File: src/rtl/exc_pkg.sv
// exc_pkg: shared state, cause-code and PC-mux select encodings for exception handling
package exc_pkg;
    typedef enum logic [1:0] {NORMAL, HANDLER, FATAL} state_t;
    typedef enum logic [1:0] {
        PC_NEXT = 2'b00,
        PC_VEC  = 2'b01,
        PC_ELR  = 2'b10,
        PC_HOLD = 2'b11
    } pc_sel_t;
    localparam logic [3:0] CAUSE_NONE = 4'h0;
    localparam logic [3:0] CAUSE_INV  = 4'h1;
    localparam logic [3:0] CAUSE_IRQ  = 4'h2;
    localparam logic [3:0] CAUSE_ERET = 4'h3;
endpackage

File: src/rtl/sat_counter.sv
// sat_counter: up-counter that sticks at all-ones instead of wrapping
module sat_counter #(
    parameter int width = 8
) (
    input  logic             clk,
    input  logic             reset,
    input  logic             inc,
    output logic [width-1:0] count
);
    always_ff @(posedge clk)
        count <= !reset ? '0 : (inc && count != '1) ? count + 1'b1 : count;
endmodule

File: src/rtl/exc_handler.sv
// exc_handler: exception FSM driving the PC mux, link/syndrome registers and exception count
module exc_handler
    import exc_pkg::*;
#(
    parameter int N  = 64,
    parameter int CW = 8
) (
    input  logic          clk,
    input  logic          reset,
    input  logic [N-1:0]  pc_i,
    input  logic          exc_valid,
    input  logic          ext_irq,
    input  logic          eret,
    output logic [1:0]    pc_sel,
    output logic          exc_taken,
    output logic [N-1:0]  elr_o,
    output logic [3:0]    esr_o,
    output logic          in_handler,
    output logic          fatal,
    output logic [CW-1:0] exc_count
);
    state_t     state;
    logic [3:0] cause;

    // priority: invalid opcode > stray eret > interrupt
    always_comb begin
        cause     = exc_valid ? CAUSE_INV : eret ? CAUSE_ERET : ext_irq ? CAUSE_IRQ : CAUSE_NONE;
        exc_taken = reset && state == NORMAL && cause != CAUSE_NONE;
        pc_sel    = !reset           ? PC_NEXT :
                    state == FATAL   ? PC_HOLD :
                    state == HANDLER ? (exc_valid ? PC_HOLD : eret ? PC_ELR : PC_NEXT) :
                    exc_taken        ? PC_VEC  : PC_NEXT;
    end

    always_ff @(posedge clk) begin
        if (!reset) begin
            state      <= NORMAL;
            elr_o      <= '0;
            esr_o      <= CAUSE_NONE;
            in_handler <= 1'b0;
            fatal      <= 1'b0;
        end else begin
            case (state)
                NORMAL: if (exc_taken) begin
                    state      <= HANDLER;
                    elr_o      <= pc_i;
                    esr_o      <= cause;
                    in_handler <= 1'b1;
                end
                HANDLER: if (exc_valid) begin
                    state      <= FATAL;
                    in_handler <= 1'b0;
                    fatal      <= 1'b1;
                end else if (eret) begin
                    state      <= NORMAL;
                    in_handler <= 1'b0;
                end
                default: ;
            endcase
        end
    end

    sat_counter #(.width(CW)) u_cnt (
        .clk   (clk),
        .reset (reset),
        .inc   (exc_taken),
        .count (exc_count)
    );
endmodule
File: config.mk
export PLATFORM = sky130hd
export DESIGN_NAME = exc_handler
export DESIGN_NICKNAME = d
export VERILOG_FILES = /design/src/rtl/exc_pkg.sv /design/src/rtl/sat_counter.sv /design/src/rtl/exc_handler.sv
export SDC_FILE = /design/constraint.sdc
export NUM_CORES = 1
export LEC_CHECK = 0
export ABC_AREA = 1
export CORE_ASPECT_RATIO = 0.6
export CORE_MARGIN = 2
export CORE_UTILIZATION = 28
export CTS_CLUSTER_DIAMETER = 50
export DETAILED_ROUTE_END_ITERATION = 6
export DONT_BUFFER_PORTS = 1
export PLACE_DENSITY = 0.5
export SLEW_MARGIN = 40
export SYNTH_ARGS = -nofsm -noshare
export SYNTH_HDL_FRONTEND = slang
export SYNTH_SLANG_ARGS = --single-unit
File: constraint.sdc
create_clock -name clk -period 1.2 [get_ports clk]
set_input_delay 0.12 -clock clk [delete_from_list [all_inputs] [get_ports clk]]
set_output_delay 0.12 -clock clk [all_outputs]
set_load 0.005 [all_outputs]
**Word level (Yosys, flattened, before mapping)**

Index checks and enable logic that the tools add are counted.

- Input port bits: 69
- Output and inout bits: 81
- Bits in registers: 80
- Word-level logic and storage cells: 38

- Add/sub/neg operators: 1
- Equal/unequal tests: 5
- Reduce and logical (&&, ||, !) cells: 9
- Multiplexer cells: 17

Operator list:

| cell | number |
|---|---|
| 2-to-1 mux 2 bit | 11 |
| adder 8 x 1 -> 8 bit (second input constant) | 1 |
| != test 8 bit (second input constant) | 1 |
| 2-to-1 mux 1 bit | 4 |
| one-hot mux 2 bit (2 select lines) | 1 |
| AND reduction 2 bit | 2 |
| nonzero test 4 bit | 1 |
| logical AND 1 bit | 3 |
| != test 3 bit (second input constant) | 1 |
| AND reduction 3 bit | 1 |
| equality test 2 x 1 -> 1 bit (second input constant) | 1 |
| equality test 2 bit (second input constant) | 1 |
| zero test 2 bit | 1 |
| != test 2 x 1 -> 1 bit (second input constant) | 1 |
| one-hot mux 1 bit (2 select lines) | 1 |
| nonzero test 2 bit | 1 |

**Logic depth before layout (Yosys ltp)**

Gate-level depths: netlist of run 1.

- Depth in word-level cells: 9
- Mapped depth: 9
- Mapped depth without buffers: 7

**By module**

Synthesis of run 1 repeated with hierarchy kept, for this count alone.

- Cell total of the unflattened synthesis: 465
- Area, all modules: 3399.5 um2

Modules (own cells, without submodules):

| module | area each (um2) | instances | cells each | seq. area each (um2) |
|---|---|---|---|---|
| exc_handler | 2902.8 | 1 | 389 | 1381.3 |
| sat_counter | 496.7 | 1 | 76 | 160.2 |

**Least setup slack after synthesis of run 1**

Ideal clock, no wire load.

- Kind: flip-flop to flip-flop
- Start: register u_cnt.count[0]
- End: register u_cnt.count[0]
- Data arrival time: 1.136 ns
- Setup slack: -0.052 ns
- Cell stages (with the launch flop): 8
- Buffers on the path: 0
- Library setup time: 0.116 ns
- Period minus slack after synthesis: 1.252 ns
- Required time: 1.084 ns
- Cell sequence: dfxtp_1 ha_1 nand2_1 nor2_1 nand2_1 nand3_1 o21ai_0 nor2_1

- Word-level cells in the longest chain between the ends: 2
- Elaborated cells between the ends (all ways): 3
- Classes of those cells: add/sub: 1; eq/ne: 1; reduce/logical: 1

RTL lines:

| element | line | RTL |
|---|---|---|
| start, declared | sat_counter.sv:8 | `output logic [width-1:0] count` |
| start signal, assigned | sat_counter.sv:11 | `count <= !reset ? '0 : (inc && count != '1) ? count + 1'b1 : count;` |
| branches (longest 2 deep; another with adder 8 x 1 -> 8 bit) | -- |  |

Several ways; the timed one is not identified.
A chain may end at the register's enable or synchronous reset.

**Worst setup path after layout of run 1**

- Start: register state[1]
- End: output port pc_sel[0]

- Word-level cells in the longest chain between the ends: 7
- Elaborated cells between the ends (all ways): 9
- Classes of those cells: eq/ne: 2; mux: 4; reduce/logical: 3

RTL lines:

| element | line | RTL |
|---|---|---|
| start, declared | exc_handler.sv:22 | `state_t state;` |
| start signal, assigned | exc_handler.sv:37 | `state <= NORMAL;` |
| start signal, assigned | exc_handler.sv:45 | `state <= HANDLER;` |
| start signal, assigned | exc_handler.sv:51 | `state <= FATAL;` |
| zero test 2 bit | exc_handler.sv:28 | `exc_taken = reset && state == NORMAL && cause != CAUSE_NONE;` |
| logical AND 1 bit (2 in series) | exc_handler.sv:28 |  |
| 2-to-1 mux 1 bit | exc_handler.sv:32 | `exc_taken ? PC_VEC : PC_NEXT;` |
| 2-to-1 mux 2 bit | exc_handler.sv:31 | `state == HANDLER ? (exc_valid ? PC_HOLD : eret ? PC_ELR : PC_NEXT) :` |
| 2-to-1 mux 2 bit * | exc_handler.sv:30 | `state == FATAL ? PC_HOLD :` |
| 2-to-1 mux 2 bit * | exc_handler.sv:29 | `pc_sel = !reset ? PC_NEXT :` |
| end, declared | exc_handler.sv:14 | `output logic [1:0] pc_sel,` |

Mark *: on every way between the ends. The rest lies on a longest branch, timed or not.

==> results by stage, run 1 <==
Worst setup path:
- STA classifies the critical path endpoint as an output port.
- Traced cell by cell, the critical path runs through buf_4 > nor2_4 > nand2_2 > a31oi_4.
- The arrival time at the worst endpoint is 1250 ps.
- The startpoint type of the worst setup path is a register.
- The startpoint-to-endpoint class of the critical path is reg -> out.
- The top cell family by delay on the critical path is flip-flops.
- The number of buffers and inverters on the critical path is 1.
- The maximum fanout encountered on the critical timing path is 4.
- The stage delay of the slowest cell on the critical path is 340 ps.
- For the worst setup path, the data required time is roughly 1100 ps.
- Among all stages on the critical path, the largest delay is contributed by dfxtp_2.

Logic synthesis:
- The sequential area share after synthesis is between 50% and 60%.
- The post-synthesis mux area share is 0%.
- Summing the areas of all and, or, nand and nor instances in the mapped netlist gives 25.4% of the synthesized area.
- Ranked by total cell area, the synthesized netlist is headed by dfxtp_1 (52%), nor2_1 (17%), o21ai_0 (9.7%).
- The netlist uses 24 different library cells.
- After Yosys synthesis, XOR and XNOR cells account for 0.880% of the synthesized area.
- The commonest cells after synthesis are nor2_1 (133), dfxtp_1 (77), o21ai_0 (58).
- The fraction of synthesis flops using an asynchronous set or reset pin is 0%.
- The compound-gate portion of the synthesized area is 13.8%.
- The flip-flop and latch count after synthesis is 77.
- Of the post-synthesis cell area, the dominant cell type holds around half.
- Yosys printed 0 warnings.
- The post-synthesis share of cell area spent on full adders, half adders and majority gates is less than 1%.
- In the synthesized netlist, the number of instances is a little under 400.
- A synthesized cell averages 7.67 µm².
- The most common cell in the synthesized netlist is nor2_1.
- The cell area after synthesis is roughly 3000 µm².
- The cell taking the most area after synthesis is dfxtp_1.
- Yosys mapped a number of flops with a built-in enable equal to 0.
- The largest family of logic cells by synthesized area is simple AND/OR/NAND/NOR gates.
- The most used flip-flop cell after synthesis is dfxtp_1.

Placed design:
- The quantity of I/O buffers inserted on ports is 0.
- Detailed placement ended at an HPWL of 5020 µm.
- The global placer's final weighted congestion is just under 0.8.
- After detailed placement, the design holds a cell count of 526.

Outcome:
- The run finished, with violations left.
- The final reports fail on negative hold slack, negative setup slack.

Pwr:
- The worst IR drop on VDD is 0.620 mV.
- The completed layout was analyzed and its total power is 6.72 mW.
- For this design the ratio of total power to cell area is around 1700 nW/µm².
- For this design the static power due to leakage is 1.58 nW.

Layout:
- The count of cells in the finished layout, fillers not included, comes to 563.
- The layout-stage area growth over the synthesis result is 32.9%.
- The number of nets in the finished design is approximately 500.
- The repair_antennas step left the layout with diodes totalling 0.
- The share of post-route cells with drive strength above 1 is about 26%.

Drt:
- Dividing the detail-routed wire length by the instance count gives roughly 15 µm.
- The initial detailed-routing violation count is 62.
- The number of detailed-route iterations in the first pass is 4.
- The number of vias after detailed routing is 2,552.
- In this run the remaining antenna-violating nets after routing total 0.
- In the routed layout, each cell is associated on average with a via count of 4.53.
- The total wirelength of the detailed-routed design is 8490 µm.
- For this run, design rule violations remaining after detail routing come to 0.

STA:
- The number of hold-slack violations in the final timing report was 66.
- The number of pins with negative max-slew slack in the final report came to 0.
- After layout, the worst path uses 114% of the clock period.
- The slew at the pin closest to its max-slew limit is between 500 and 600 ps.
- Setup repair after global routing could not meet its margin everywhere.
- The maximum frequency from static timing analysis is between 700 and 800 MHz.
- Setup violations remaining at the end of the flow were counted as between 70 and 80.
- The final hold slack is -94.1 ps.
- The worst clock skew is 5.85 ps.
- The worst slew margin relative to its limit is 60.2%.
- The worst setup slack after layout is -165 ps.
- The sum of negative setup slack is -5090 ps.
- Counting I/O delays and the setup requirement, the final critical path takes 1370 ps.

Floorplan:
- The vertical die dimension is 84.0 µm.
- The width of the die is 137 µm.
- The floorplan step defined a die boundary enclosing roughly 12,000 µm².
- The boundary pin count is 150.
- The standard-cell row count is 29.
- For this configuration, the core starts out at a cell density of 28.5%.
- The placeable core area is 10,500 µm².

GRT:
- The first global-routing pass estimated approximately 12,000 µm of wire.
- In the global route stage, overall resource usage came out at 13.9%.
- The maximum number of pins on one net before global-route repair is just under 70.
- The number of global-route vias before repair was roughly 2,300.
- For this run the aggregate overflow at the end of global routing stands at 0.
- The number of antenna violations at the first check in global routing is 0.

Clocking:
- Counting along the longest clock path gives a buffer depth of 2.
- The clock root buffer is clkbuf_16.
- Clock tree synthesis found a total of 77 sinks.
- The clock edge transition at the registers on the reported setup and hold paths is about 60 ps.
- TritonCTS built the clock tree.
- The later pin in the worst-skew pair is clocked with a latency of about 330 ps.
- The H-tree depth is 3.
- Clock tree synthesis inserted a total of 9 buffers.

Flow run:
- The tool flagged a number of max-cap violations equal to 0.

Hold path:
- The path class of the lowest-slack min-delay path is in -> reg.
[report_power, final]
| part | internal, mW | switching, mW |
|---|---|---|
| registers | 2.81 | 0.195 |
| clock network | 1.61 | 1.07 |
| logic | 0.495 | 0.538 |
| total | 4.91 | 1.81 |
[worst register-to-register path: stages, from the launching register on]
cell	delay (ps)
dfxtp_2	320
inv_2	70
nand2_4	50
nor2_4	100
nand2_4	90
buf_4	180
clkbuf_16	200
o21ai_1	150
nor2_1	50
[repair_timing]
item,4_1_cts,5_1_grt
pin swaps,6,9
cloned,3,2
buffers inserted,6,2
gates resized for setup,68,25
setup endpoints to repair,70,77
hold endpoints to repair,69,66
hold buffers,2,6
[per-layer routing]
layer,track usage [%],wire length [µm]
met4,4.22,77
met3,7.04,875
met5,0,0
met1,18.4,4070
met2,19.5,3470
[placed cells by master (no fill, tap or decap)]
| cell | synthesis | final |
|---|---|---|
| a21oi_1 | 12 | 7 |
| a21oi_2 | 0 | 5 |
| a31oi_4 | 0 | 1 |
| buf_12 | 0 | 4 |
| buf_16 | 0 | 4 |
| buf_4 | 2 | 22 |
| buf_6 | 9 | 1 |
| buf_8 | 1 | 1 |
| bufinv_16 | 0 | 1 |
| clkbuf_1 | 11 | 1 |
| clkbuf_16 | 0 | 11 |
| clkinv_2 | 0 | 2 |
| clkinv_4 | 0 | 1 |
| clkinvlp_4 | 0 | 2 |
| conb_1 | 1 | 2 |
| dfxtp_1 | 77 | 75 |
| dfxtp_2 | 0 | 2 |
| dlygate4sd3_1 | 0 | 8 |
| ha_1 | 1 | 1 |
| inv_1 | 12 | 12 |
| inv_2 | 2 | 1 |
| inv_6 | 0 | 1 |
| nand2_1 | 34 | 28 |
| nand2_2 | 1 | 6 |
| nand2_4 | 1 | 2 |
| nand3_1 | 5 | 4 |
| nand3_2 | 0 | 1 |
| nor2_1 | 133 | 131 |
| nor2_2 | 10 | 11 |
| nor2_4 | 2 | 3 |
| nor3_2 | 0 | 1 |
| o21ai_0 | 58 | 2 |
| o21ai_1 | 11 | 41 |
| o21ai_2 | 0 | 26 |
| xnor2_1 | 1 | 1 |
| xor2_1 | 2 | 2 |
[cell type report]
class                      instances  area [µm²]
clock buffer                      10         229
inverter                          14        57.6
fill                            1072        6520
timing repair buffer              42         512
multi-input combinational        275        1390
tap                              139         174
clock inverter                     6        63.8
sequential                        77        1540
[sequential cells by signal, summed over array words and instances (netlist names)]
register	count
elr_o	64
state	2
u_cnt.count	8
fatal	1
esr_o	2
[logic make-up after synthesis]
group,Yosys count
compound gates,82
xor+xnor,3
fa+ha+maj,1
buf+inv,38
flops,77
other cells,1
simple gates,187
[metrics by stage]
step	cell area, µm²	util [%]	setup slack (ps)
after floorplan	3000	-	-11.8
after global placement	3190	30.4	-40.0
after detailed placement	3190	30.4	-61.6
after CTS	3760	35.9	-173
after global routing	3970	37.8	-251
final	3970	37.8	-165
[final timing paths]
check | start | endpoint | slack [ps] | depth (start not counted)
setup / recovery | state[1] | pc_sel[0] | -170 | 4
hold / removal | reset | elr_o[37] | -90 | 2
setup reg to reg | state[0] | elr_o[57] | -120 | 8
hold reg to reg | fatal | fatal | 470 | 2
Power figures use the tool's default switching activity.
==> inputs of run 2 (changes only) <==
--- a/config.mk
+++ b/config.mk
@@ -6,6 +6,7 @@
 export NUM_CORES = 1
 export LEC_CHECK = 0
 export ABC_AREA = 1
+export CAP_MARGIN = 20
 export CORE_ASPECT_RATIO = 0.6
 export CORE_MARGIN = 2
 export CORE_UTILIZATION = 28
==> results of run 2 <==
The final DEF is identical to that of run 1; final timing and power are the same.
